## src/rtl/panda_risc_v_pkg.sv

```systemverilog
// Shared panda_risc_v definitions used by the long-instruction scoreboard.
// Holds the table depth default, tag-width helper and long-instruction kinds.
package panda_risc_v_pkg;

    localparam int unsigned LIT_DEPTH_DEF = 4;
    localparam int unsigned RID_W         = 5;

    typedef enum logic [1:0] {
        LIT_TYPE_LOAD = 2'd0,
        LIT_TYPE_MUL  = 2'd1,
        LIT_TYPE_DIV  = 2'd2
    } lit_type_e;

    // A depth-2 table still needs a 1-bit tag.
    function automatic int unsigned lit_tag_w(input int unsigned depth);
        return (depth <= 2) ? 1 : $clog2(depth);
    endfunction

endpackage

```

## src/rtl/panda_risc_v_lit_scoreboard_if.sv

```systemverilog
// Dispatcher <-> long-instruction scoreboard signal bundle.
// The master side is the decoder/dispatcher; the slave side is the scoreboard.
interface panda_risc_v_lit_scoreboard_if
    import panda_risc_v_pkg::*;
#(
    parameter int unsigned LIT_DEPTH = LIT_DEPTH_DEF
);
    localparam int unsigned TAG_W = lit_tag_w(LIT_DEPTH);

    logic [RID_W-1:0] raw_dpc_check_rs1_id;
    logic [RID_W-1:0] raw_dpc_check_rs2_id;
    logic [RID_W-1:0] raw_dpc_check_rd_id;
    logic             rs1_raw_dpc;
    logic             rs2_raw_dpc;
    logic             rd_raw_dpc;

    logic             lit_alloc_valid;
    logic [RID_W-1:0] lit_alloc_rd_id;
    logic             lit_alloc_ready;
    logic [TAG_W-1:0] lit_alloc_tag;

    logic             lit_wbk_valid;
    logic [TAG_W-1:0] lit_wbk_tag;

    logic             lit_empty;
    logic             lit_err;

    modport master (
        output raw_dpc_check_rs1_id, raw_dpc_check_rs2_id, raw_dpc_check_rd_id,
        output lit_alloc_valid, lit_alloc_rd_id, lit_wbk_valid, lit_wbk_tag,
        input  rs1_raw_dpc, rs2_raw_dpc, rd_raw_dpc,
        input  lit_alloc_ready, lit_alloc_tag, lit_empty, lit_err
    );

    modport slave (
        input  raw_dpc_check_rs1_id, raw_dpc_check_rs2_id, raw_dpc_check_rd_id,
        input  lit_alloc_valid, lit_alloc_rd_id, lit_wbk_valid, lit_wbk_tag,
        output rs1_raw_dpc, rs2_raw_dpc, rd_raw_dpc,
        output lit_alloc_ready, lit_alloc_tag, lit_empty, lit_err
    );

endinterface

```

## src/rtl/panda_risc_v_lit_match.sv

```systemverilog
// Compares one register index against every table entry; x0 never matches
// because it has no real producer to wait for.
module panda_risc_v_lit_match
    import panda_risc_v_pkg::*;
#(
    parameter int unsigned LIT_DEPTH = LIT_DEPTH_DEF
) (
    input  logic [RID_W-1:0]                chk_id,
    input  logic [LIT_DEPTH-1:0]            ent_vld,
    input  logic [LIT_DEPTH-1:0][RID_W-1:0] ent_rd,
    output logic                            hit
);

    always_comb begin
        hit = 1'b0;
        for (int i = 0; i < LIT_DEPTH; i++) begin
            if (ent_vld[i] && (ent_rd[i] == chk_id)) hit = 1'b1;
        end
        if (chk_id == '0) hit = 1'b0;
    end

endmodule

```

## src/rtl/panda_risc_v_lit_scoreboard.sv

```systemverilog
// Long-instruction table: tracks outstanding load/mul/div destinations and
// flags RAW dependencies for the dispatcher.
module panda_risc_v_lit_scoreboard
    import panda_risc_v_pkg::*;
#(
    parameter int unsigned LIT_DEPTH        = LIT_DEPTH_DEF,
    parameter int unsigned simulation_delay = 1
) (
    input logic                          clk,
    input logic                          sys_reset,
    panda_risc_v_lit_scoreboard_if.slave sb
);

    localparam int unsigned TAG_W = lit_tag_w(LIT_DEPTH);

    // simulation_delay only shapes behavioural models; here it is range-checked.
    if (!(LIT_DEPTH == 2 || LIT_DEPTH == 4 || LIT_DEPTH == 8) || (simulation_delay > 1000)) begin : g_param_chk
        $error("panda_risc_v_lit_scoreboard: illegal LIT_DEPTH or simulation_delay");
    end

    logic [LIT_DEPTH-1:0]            vld_q, vld_d;
    logic [LIT_DEPTH-1:0][RID_W-1:0] rd_q, rd_d;
    logic                            err_q, err_d;

    logic             free_found;
    logic [TAG_W-1:0] free_idx;
    logic             alloc_fire;
    logic             wbk_hit;

    // Lowest-index free entry, from registered state only.
    always_comb begin
        free_found = 1'b0;
        free_idx   = '0;
        for (int i = LIT_DEPTH - 1; i >= 0; i--) begin
            if (!vld_q[i]) begin
                free_found = 1'b1;
                free_idx   = TAG_W'(i);
            end
        end
    end

    assign alloc_fire = sb.lit_alloc_valid & free_found;
    assign wbk_hit    = sb.lit_wbk_valid & vld_q[sb.lit_wbk_tag];

    // A writeback to a free entry (including one being allocated now) is an error.
    always_comb begin
        vld_d = vld_q;
        rd_d  = rd_q;
        err_d = err_q;
        if (wbk_hit) begin
            vld_d[sb.lit_wbk_tag] = 1'b0;
        end else if (sb.lit_wbk_valid) begin
            err_d = 1'b1;
        end
        if (alloc_fire) begin
            vld_d[free_idx] = 1'b1;
            rd_d[free_idx]  = sb.lit_alloc_rd_id;
        end
    end

    always_ff @(posedge clk) begin
        if (sys_reset) begin
            vld_q <= '0;
            rd_q  <= '0;
            err_q <= 1'b0;
        end else begin
            vld_q <= vld_d;
            rd_q  <= rd_d;
            err_q <= err_d;
        end
    end

    logic [2:0][RID_W-1:0] chk_id;
    logic [2:0]            hit;

    assign chk_id = {sb.raw_dpc_check_rd_id, sb.raw_dpc_check_rs2_id, sb.raw_dpc_check_rs1_id};

    for (genvar g = 0; g < 3; g++) begin : g_match
        panda_risc_v_lit_match #(
            .LIT_DEPTH(LIT_DEPTH)
        ) u_match (
            .chk_id (chk_id[g]),
            .ent_vld(vld_q),
            .ent_rd (rd_q),
            .hit    (hit[g])
        );
    end

    assign sb.rs1_raw_dpc     = hit[0];
    assign sb.rs2_raw_dpc     = hit[1];
    assign sb.rd_raw_dpc      = hit[2];
    assign sb.lit_alloc_ready = free_found;
    assign sb.lit_alloc_tag   = free_idx;
    assign sb.lit_empty       = ~|vld_q;
    assign sb.lit_err         = err_q;

endmodule

```

## src/flat_wrapper.sv

```systemverilog
// flat-port wrapper written by rule: the top's interface ports become plain ports
module panda_risc_v_lit_scoreboard_flat import panda_risc_v_pkg::*;
#(
    parameter int unsigned LIT_DEPTH        = LIT_DEPTH_DEF,
    parameter int unsigned simulation_delay = 1
)
  (clk, sys_reset, sb_raw_dpc_check_rs1_id, sb_raw_dpc_check_rs2_id, sb_raw_dpc_check_rd_id, sb_lit_alloc_valid, sb_lit_alloc_rd_id, sb_lit_wbk_valid, sb_lit_wbk_tag, sb_rs1_raw_dpc, sb_rs2_raw_dpc, sb_rd_raw_dpc, sb_lit_alloc_ready, sb_lit_alloc_tag, sb_lit_empty, sb_lit_err);
  panda_risc_v_lit_scoreboard_if #(.LIT_DEPTH(LIT_DEPTH)) sb_i ();
  input logic clk;
  input logic sys_reset;
  input wire logic [$bits(sb_i.raw_dpc_check_rs1_id)-1:0] sb_raw_dpc_check_rs1_id;
  input wire logic [$bits(sb_i.raw_dpc_check_rs2_id)-1:0] sb_raw_dpc_check_rs2_id;
  input wire logic [$bits(sb_i.raw_dpc_check_rd_id)-1:0] sb_raw_dpc_check_rd_id;
  input wire logic [$bits(sb_i.lit_alloc_valid)-1:0] sb_lit_alloc_valid;
  input wire logic [$bits(sb_i.lit_alloc_rd_id)-1:0] sb_lit_alloc_rd_id;
  input wire logic [$bits(sb_i.lit_wbk_valid)-1:0] sb_lit_wbk_valid;
  input wire logic [$bits(sb_i.lit_wbk_tag)-1:0] sb_lit_wbk_tag;
  output wire logic [$bits(sb_i.rs1_raw_dpc)-1:0] sb_rs1_raw_dpc;
  output wire logic [$bits(sb_i.rs2_raw_dpc)-1:0] sb_rs2_raw_dpc;
  output wire logic [$bits(sb_i.rd_raw_dpc)-1:0] sb_rd_raw_dpc;
  output wire logic [$bits(sb_i.lit_alloc_ready)-1:0] sb_lit_alloc_ready;
  output wire logic [$bits(sb_i.lit_alloc_tag)-1:0] sb_lit_alloc_tag;
  output wire logic [$bits(sb_i.lit_empty)-1:0] sb_lit_empty;
  output wire logic [$bits(sb_i.lit_err)-1:0] sb_lit_err;
  assign sb_i.raw_dpc_check_rs1_id = sb_raw_dpc_check_rs1_id;
  assign sb_i.raw_dpc_check_rs2_id = sb_raw_dpc_check_rs2_id;
  assign sb_i.raw_dpc_check_rd_id = sb_raw_dpc_check_rd_id;
  assign sb_i.lit_alloc_valid = sb_lit_alloc_valid;
  assign sb_i.lit_alloc_rd_id = sb_lit_alloc_rd_id;
  assign sb_i.lit_wbk_valid = sb_lit_wbk_valid;
  assign sb_i.lit_wbk_tag = sb_lit_wbk_tag;
  assign sb_rs1_raw_dpc = sb_i.rs1_raw_dpc;
  assign sb_rs2_raw_dpc = sb_i.rs2_raw_dpc;
  assign sb_rd_raw_dpc = sb_i.rd_raw_dpc;
  assign sb_lit_alloc_ready = sb_i.lit_alloc_ready;
  assign sb_lit_alloc_tag = sb_i.lit_alloc_tag;
  assign sb_lit_empty = sb_i.lit_empty;
  assign sb_lit_err = sb_i.lit_err;
  panda_risc_v_lit_scoreboard #(.LIT_DEPTH(LIT_DEPTH), .simulation_delay(simulation_delay)) u_core (.clk(clk), .sys_reset(sys_reset), .sb(sb_i));
endmodule
```

## config.mk

```make
export PLATFORM = sky130hd
export DESIGN_NAME = panda_risc_v_lit_scoreboard_flat
export DESIGN_NICKNAME = d
export VERILOG_FILES = /design/src/rtl/panda_risc_v_pkg.sv /design/src/rtl/panda_risc_v_lit_scoreboard_if.sv /design/src/rtl/panda_risc_v_lit_match.sv /design/src/rtl/panda_risc_v_lit_scoreboard.sv /design/src/flat_wrapper.sv
export SDC_FILE = /design/constraint.sdc
export NUM_CORES = 1
export LEC_CHECK = 0
export ABC_AREA = 0
export CAP_MARGIN = 25
export CORE_ASPECT_RATIO = 0.6
export CORE_MARGIN = 1.5
export CORE_UTILIZATION = 25
export CTS_CLUSTER_SIZE = 25
export DETAILED_ROUTE_END_ITERATION = 8
export GPL_TIMING_DRIVEN = 0
export MAX_ROUTING_LAYER = met4
export PLACE_DENSITY_LB_ADDON = 0.1
export RECOVER_POWER = 100
export SLEW_MARGIN = 25
export SYNTH_ARGS = -nofsm -noshare
export SYNTH_HDL_FRONTEND = slang
export SYNTH_SLANG_ARGS = --single-unit
```

## constraint.sdc

```tcl
create_clock -name clk -period 3.4 [get_ports clk]
set_input_delay 0.34 -clock clk [delete_from_list [all_inputs] [get_ports clk]]
set_output_delay 0.34 -clock clk [all_outputs]
set_load 0.01 [all_outputs]
```

## Word-level counts from Yosys, hierarchy flattened

Cells that the tools add are included.

- Magnitude comparators: 4
- Equal/unequal tests: 12
- Mux-type cells: 34
- Bitwise logic cells: 6
- Reduce and logical (&&, ||, !) cells: 20

Operators by type and width:

| kind | number |
|---|---|
| 5-bit equality test | 12 |
| 1-bit 2-to-1 mux | 22 |
| 20-bit bitwise mux | 1 |
| 5-bit zero test | 3 |
| 1-bit logical AND | 14 |
| 5-bit demux with 2-bit select | 1 |
| 2-bit 2-to-1 mux | 4 |
| 4-bit 2-to-1 mux | 2 |
| 2-bit by 3-bit less-than comparator with 1-bit output (second input constant) | 2 |
| 5-bit 2-to-1 mux | 1 |
| 4-bit AND | 1 |
| 1-bit demux with 2-bit select | 2 |
| 2-bit by 1-bit greater-or-equal comparator with 1-bit output (second input constant) | 2 |
| 4-bit NOT | 1 |
| 4-bit OR | 1 |
| 4-bit OR reduction | 1 |
| 1-bit AND | 2 |
| 1-bit binary-select mux with 2-bit select | 1 |
| 2-bit AND reduction | 1 |
| 1-bit zero test | 1 |
| 1-bit NOT | 1 |

- Register bits: 25

## Depth between registers and ports, before layout

Gate-level depths: netlist of the first run.

- Depth in word-level cells: 10
- Depth in mapped cells: 6

## Modules after synthesis

Synthesis of the first run repeated with hierarchy kept, for this count alone.

- Cell total of the unflattened synthesis: 211
- Area, all modules: 1878.1 sq um

Modules (own cells, without submodules):

| module | instances | cells an instance | area each (sq um) |
|---|---|---|---|
| panda_risc_v_lit_scoreboard | 1 | 103 | 1018.5 |
| panda_risc_v_lit_match | 3 | 36 | 286.5 |

## Worst setup path before layout of the first run

Ideal clock, no wire load.

- Path type: in2out
- Start: input port sb_raw_dpc_check_rs2_id[2]
- End: output port sb_rs2_raw_dpc
- Data arrival time: 1.179 ns
- Data required time: 3.060 ns
- Slack: 1.881 ns
- Cell stages on the path: 6
- Buffers on the path: 1
- Cell sequence: buf_6 > xor2_1 > nor4_1 > nand3_1 > nand4_1 > o21a_1

- Word-level cells in the longest chain between the ends: 7

Ends and longest elaborated chain:

| element | line | source |
|---|---|---|
| start, declared | flat_wrapper.sv:12 | `input wire logic [$bits(sb_i.raw_dpc_check_rs2_id)-1:0] sb_raw_dpc_check_rs2_id;` |
| 5-bit equality test | panda_risc_v_lit_match.sv:17 | `if (ent_vld[i] && (ent_rd[i] == chk_id)) hit = 1'b1;` |
| 1-bit logical AND | panda_risc_v_lit_match.sv:17 |  |
| 1-bit 2-to-1 mux (4 in a row) | panda_risc_v_lit_match.sv:17 |  |
| 1-bit 2-to-1 mux (*) | panda_risc_v_lit_match.sv:19 | `if (chk_id == '0) hit = 1'b0;` |
| end, declared | flat_wrapper.sv:19 | `output wire logic [$bits(sb_i.rs2_raw_dpc)-1:0] sb_rs2_raw_dpc;` |

Every way passes the cells marked *; elsewhere a longest branch is shown, timed or not.

## Final worst setup path of the first run

- Start: register u_core.rd_q[12] (netlist bit)
- End: output port sb_rs1_raw_dpc

- Word-level cells in the longest chain between the ends: 5

Ends and longest elaborated chain:

| element | line | source |
|---|---|---|
| start, declared | panda_risc_v_lit_scoreboard.sv:22 | `logic [LIT_DEPTH-1:0][RID_W-1:0] rd_q, rd_d;` |
| start signal, assigned | panda_risc_v_lit_scoreboard.sv:68 | `rd_q <= rd_d;` |
| 5-bit equality test | panda_risc_v_lit_match.sv:17 |  |
| 1-bit logical AND | panda_risc_v_lit_match.sv:17 |  |
| 1-bit 2-to-1 mux (2 in a row) | panda_risc_v_lit_match.sv:17 |  |
| 1-bit 2-to-1 mux | panda_risc_v_lit_match.sv:19 |  |
| end, declared | flat_wrapper.sv:18 | `output wire logic [$bits(sb_i.rs1_raw_dpc)-1:0] sb_rs1_raw_dpc;` |

Every way passes these cells.

==> flow_summary.ini, run 1 <==
[status]
status = completed

[hold_path]
hold_path_class = input pin to flop
hp-start = sys_reset

[synthesis]
synth_mux_area_share_pct = 11.8
synth_cell_type_count = 28
synth-simple-area-share_pct = 18.7
synth_top_family_by_area = XOR/XNOR gates
synth_fp_nets = 235
netlist_area_um2 = 1880
synth-seq-area-share_pct = 26.6
synth-adder-area-share_pct = 0
avgSynthCellArea_um2 = 9.01
yosysWarnings = 0
ys_ff_latch = 25
syn_inst = 209
synth-compound-area-share_pct = 3.99
synth_xor_area_share_pct = 27.9

[layout]
multi_input_comb_area_um2 = 1160
layout-drive-gt1-share_pct = 10.4
seqCellArea_um2 = 500
fin_nets = 257
fin_cells = 334
layout_common_cells = 48 x xor2_1, 25 x dfxtp_1, 22 x nor2_1
n_fill_cell = 796
areaGrowthSynthToFinish_pct = 19.1
layout_commonest_cell = xor2_1
n_antenna_cell = 0
fin_area_um2 = 2240

[place]
hpwl_mm = 4.28
io_buffers = 17
place_inst = 330
placed_area_um2 = 2180
gp_congestion = 0.802

[cts]
cts_resized = 0
clk_path_buf_depth = 2
cts_tree = built
insertion_delay_ns = 0.26
cts-htree-levels = 1
clk_pin_slew_ns = 0.06
cts.sinks = 25
cts_root_buf = clkbuf_16
post_cts_buffers = 0
cts_buffers = 3
cts_hold_buf = 0

[floorplanning]
die_h_um = 70.2
start_util_pct = 25.9
dieArea_um2 = 8080
top_level_ports = 34
core_um2 = 7270
row_count = 24
die_w_um = 115

[power]
p_clk_share_pct = 35.9
netSwitchingFraction_pct = 26.2
p_int_mw = 0.538
switchingPower_mw = 0.191
p_per_area_nw_per_um2 = 325
comb_power_share_pct = 20.2
power.leakage_nw = 1.01
irDropWorstVdd_v = 0.000167
seqPwrFrac_pct = 43.9

[drt]
routed_via_density = 4.37
final_antenna_net_count = 0
wl_mm = 5.65
remaining_drc_errors = 0
wl_per_cell_um = 16.9
dr.first_iter.drc_count = 109
firstDrtPassIters = 4
vias = 1458

[sta]
fin_tns_setup_ns = 0
fin_skew_ns = 0.00115
slew_violations = 0
max_freq_mhz = 392
relSlewSlack_pct = 53.6
rsz0062_at_grt = false
period_needed_ns = 2.55
post-route-period-util_pct = 75.0
tightest_slew_ns = 0.693
hold_slack_ns = 0.411
finalHoldViolations = 0
setup_viol = 0

[flow_run]
drv_cap = 0

[setup_path]
cp-start-kind = flop
crit_arrival_ns = 2.21
required_ns = 3.06
timing.rr.start = u_core.vld_q[2]
path_class = flop to primary output
r2r_setup_slack_ns = 1.51
end_kind = primary output
crit_start = u_core.rd_q[12]
crit_fanout = 4

[global_routing]
grt_pass1_vias = 1451
grt_max_degree = 14
track_usage_pct = 15.2
grt_pass1_wl_mm = 8.73
overflow = 0
grt_antenna_before_repair = 0
[final timing paths]
kind                  endpoint  cells past startpoint
max             sb_rs1_raw_dpc                      6
min            u_core.rd_q[19]                      2
max reg2reg    u_core.rd_q[17]                      5
min reg2reg  u_core.sb.lit_err                      2
[final cells by class]
class / instances / share of cell area, %
Multi-Input combinational cell: 158 / 51.7
Sequential cell: 25 / 22.3
Buffer: 24 / 8.76
Timing Repair Buffer: 17 / 7.59
Tap cell: 104 / 5.80
Clock buffer: 4 / 3.52
Inverter: 2 / 0.335
[per-layer routing]
metal,global-route usage (%),share of wire (%),wire length [um]
met5,-,0,0
met4,2.19,0.64,36
met3,2.43,3.5,195
met2,20.5,39,2220
met1,23.6,57,3200
[critical path, cell delays in order (launching register included)]
cell           delay (ns)
dfxtp_1              0.54
xor2_1               0.12
nor4_1               0.33
nand3_1              0.12
nand4_1              0.13
o21a_1               0.11
dlygate4sd3_1        0.60
[state kept, by name (all words and copies together) (netlist names)]
register,flops
u_core.rd_q,20
u_core.sb.lit_err,1
u_core.vld_q,4
[stage by stage]
step	total power, mW	worst slack (ns)	utilization (%)
final	0.729	0.850	30.9
after global routing	0.766	0.736	30.9
after detailed placement	0.478	1.23	30.0
after global placement	0.479	1.23	30.0
after floorplan	0.427	1.88	-
after CTS	0.740	0.959	31.1
[Yosys cell counts, drive strengths merged]
library cell / number / area (um^2)
o21ai: 3 / 15.0
o21a: 3 / 22.5
mux4: 1 / 22.5
inv: 2 / 7.51
a21oi: 6 / 30.0
dfxtp: 25 / 500
nand3b: 1 / 11.3
nand3: 14 / 75.1
or4: 3 / 22.5
mux2i: 20 / 200
xor2: 48 / 420
xnor2: 12 / 105
or2: 1 / 6.26
nand2b: 3 / 26.3
nor2: 23 / 96.4
buf: 19 / 179
nand4: 4 / 25.0
clkbuf: 5 / 21.3
a21boi: 1 / 7.51
nand2: 2 / 7.51
nor4: 13 / 81.3
[kinds of logic after synthesis]
group	count (synthesis)
and+or+nand+nor	64
xor gates and xnor gates	60
buffers and inverters	26
DFF	25
muxes	21
AOI/OAI and AO/OA	13
[power by group through the flow]
stage               sequential (mW)  combinational, mW  clock (mW)
floorplan                     0.320              0.107           0
global placement              0.327              0.151           0
detailed placement            0.327              0.151           0
CTS                           0.320              0.152       0.268
global route                  0.321              0.163       0.282
finish                        0.320              0.147       0.261
No activity file was read; power rests on OpenSTA's default activity.
==> inputs of run 2 (changes only) <==
Clock period 3.4 ns to 2.4 ns, I/O delays scaled along.
==> flow_summary.ini, run 2 (same netlist as run 1, synthesis figures left out) <==
[hold_path]
hold_path_class = input pin to flop

[drt]
vias = 1459
wl_per_cell_um = 16.9
routed_via_density = 4.37
wl_mm = 5.64
dr.first_iter.drc_count = 106
final_antenna_net_count = 0
remaining_drc_errors = 0
firstDrtPassIters = 4

[global_routing]
grt_pass1_vias = 1451
overflow = 0
track_usage_pct = 15.2
grt_pass1_wl_mm = 8.73
grt_max_degree = 14
grt_antenna_before_repair = 0

[sta]
fin_tns_setup_ns = 0
tightest_slew_ns = 0.695
period_needed_ns = 2.29
relSlewSlack_pct = 53.5
max_freq_mhz = 436
setup_viol = 0
slew_violations = 0
rsz0062_at_grt = false
fin_skew_ns = 0.00184
post-route-period-util_pct = 95.6
finalHoldViolations = 0

[cts]
insertion_delay_ns = 0.26
clk_pin_slew_ns = 0.06
cts.sinks = 25
cts_tree = built
cts-htree-levels = 1
post_cts_buffers = 0
cts_buffers = 3
clk_path_buf_depth = 2
cts_root_buf = clkbuf_16

[floorplanning]
die_w_um = 115
die_h_um = 70.2
top_level_ports = 34
dieArea_um2 = 8080
row_count = 24
core_um2 = 7270
start_util_pct = 25.9

[layout]
layout-drive-gt1-share_pct = 13.9
areaGrowthSynthToFinish_pct = 19.6
n_fill_cell = 794
layout_common_cells = 48 x xor2_1, 22 x nor2_1, 20 x mux2i_1
layout_commonest_cell = xor2_1
seqCellArea_um2 = 508
top_register = u_core.rd_q
n_antenna_cell = 0
largest_reg_flops = 20
fin_nets = 257
multi_input_comb_area_um2 = 1160

[setup_path]
crit_family = flip-flops
slowest_stage = dfxtp_1
cp_num_buf_inv = 1
crit_fanout = 4
cp_cell_sequence = xor2_1, nor4_1, nand3_1, nand4_1, o21a_1, clkdlybuf4s50_1
cp-start-kind = flop
cp_slowest_stage_delay_ns = 0.53
path_class = flop to primary output
end_kind = primary output
crit_arrival_ns = 2.05
required_ns = 2.16

[place]
hpwl_mm = 4.28
io_buffers = 17
gp_congestion = 0.802

[power]
irDropWorstVdd_v = 0.000237
power.leakage_nw = 0.998
p_total_mw = 1.03
p_per_area_nw_per_um2 = 459

[flow_run]
drv_cap = 0

[status]
status = completed
-- run 2: cell count changes in the layout (fill, tap and decap cells not counted), sizes merged --
cell and change:
dlygate4sd3 -2, clkdlybuf4s50 +2, buf +1, clkbuf -1
-- run 2: metal layers --
metal / up-vias / track usage, % / wire length, um
met5: - / - / 0
met4: 0 / 2.19 / 36
met3: 4 / 2.43 / 202
met2: 25 / 20.5 / 2210
met1: 685 / 23.6 / 3180
li1: 745 / - / -
-- run 2: timing repair --
action                     in CTS  in global routing
gates resized for setup         0                  7
hold buffers                    0                  0
setup endpoints to repair       0                  3
-- run 2: path summary, 6_finish.rpt --
| check | endpoint | from | slack [ns] | depth (start not counted) |
|---|---|---|---|---|
| hold reg to reg | u_core.sb.lit_err | u_core.sb.lit_err | 0.47 | 2 |
| setup reg to reg | u_core.rd_q[17] | u_core.vld_q[3] | 0.73 | 5 |
| hold / removal | u_core.rd_q[19] | sys_reset | 0.31 | 2 |
| setup / recovery | sb_rd_raw_dpc | u_core.rd_q[19] | 0.11 | 6 |
-- run 2: layout make-up --
class / instances / area share [%]
Clock buffer: 4 / 3.50
Sequential cell: 25 / 22.6
Timing Repair Buffer: 17 / 7.56
Buffer: 24 / 8.78
Multi-Input combinational cell: 158 / 51.5
Inverter: 2 / 0.333
Tap cell: 104 / 5.78
-- run 2: where the power goes --
part / total (mW) / switching (mW) / internal [mW] / leakage, nW
sequential: 0.454 / 0.0243 / 0.429 / 0.206
clock: 0.369 / 0.142 / 0.227 / 0.0382
combinational: 0.210 / 0.103 / 0.107 / 0.754
-- run 2: stage by stage --
| step | instance area (um^2) | utilization, % | hold WS [ns] | worst slack, ns | cells |
|---|---|---|---|---|---|
| floorplan | 1880 | - | 0.384 | 1.07 | 209 |
| global placement | 2180 | 30.0 | 0.452 | 0.352 | 330 |
| detailed placement | 2180 | 30.0 | 0.468 | 0.350 | 330 |
| CTS | 2260 | 31.1 | 0.325 | 0.0586 | 334 |
| global route | 2250 | 31.0 | 0.345 | 0.00216 | 334 |
| finish | 2250 | 31.0 | 0.312 | 0.106 | 334 |
-- run 2: worst reg2reg max path: stages (launching register included) --
cell	delay [ns]
dfxtp_1	0.29
buf_2	0.18
nand2b_2	0.20
nor2_1	0.55
mux2i_1	0.26
nor2_1	0.05
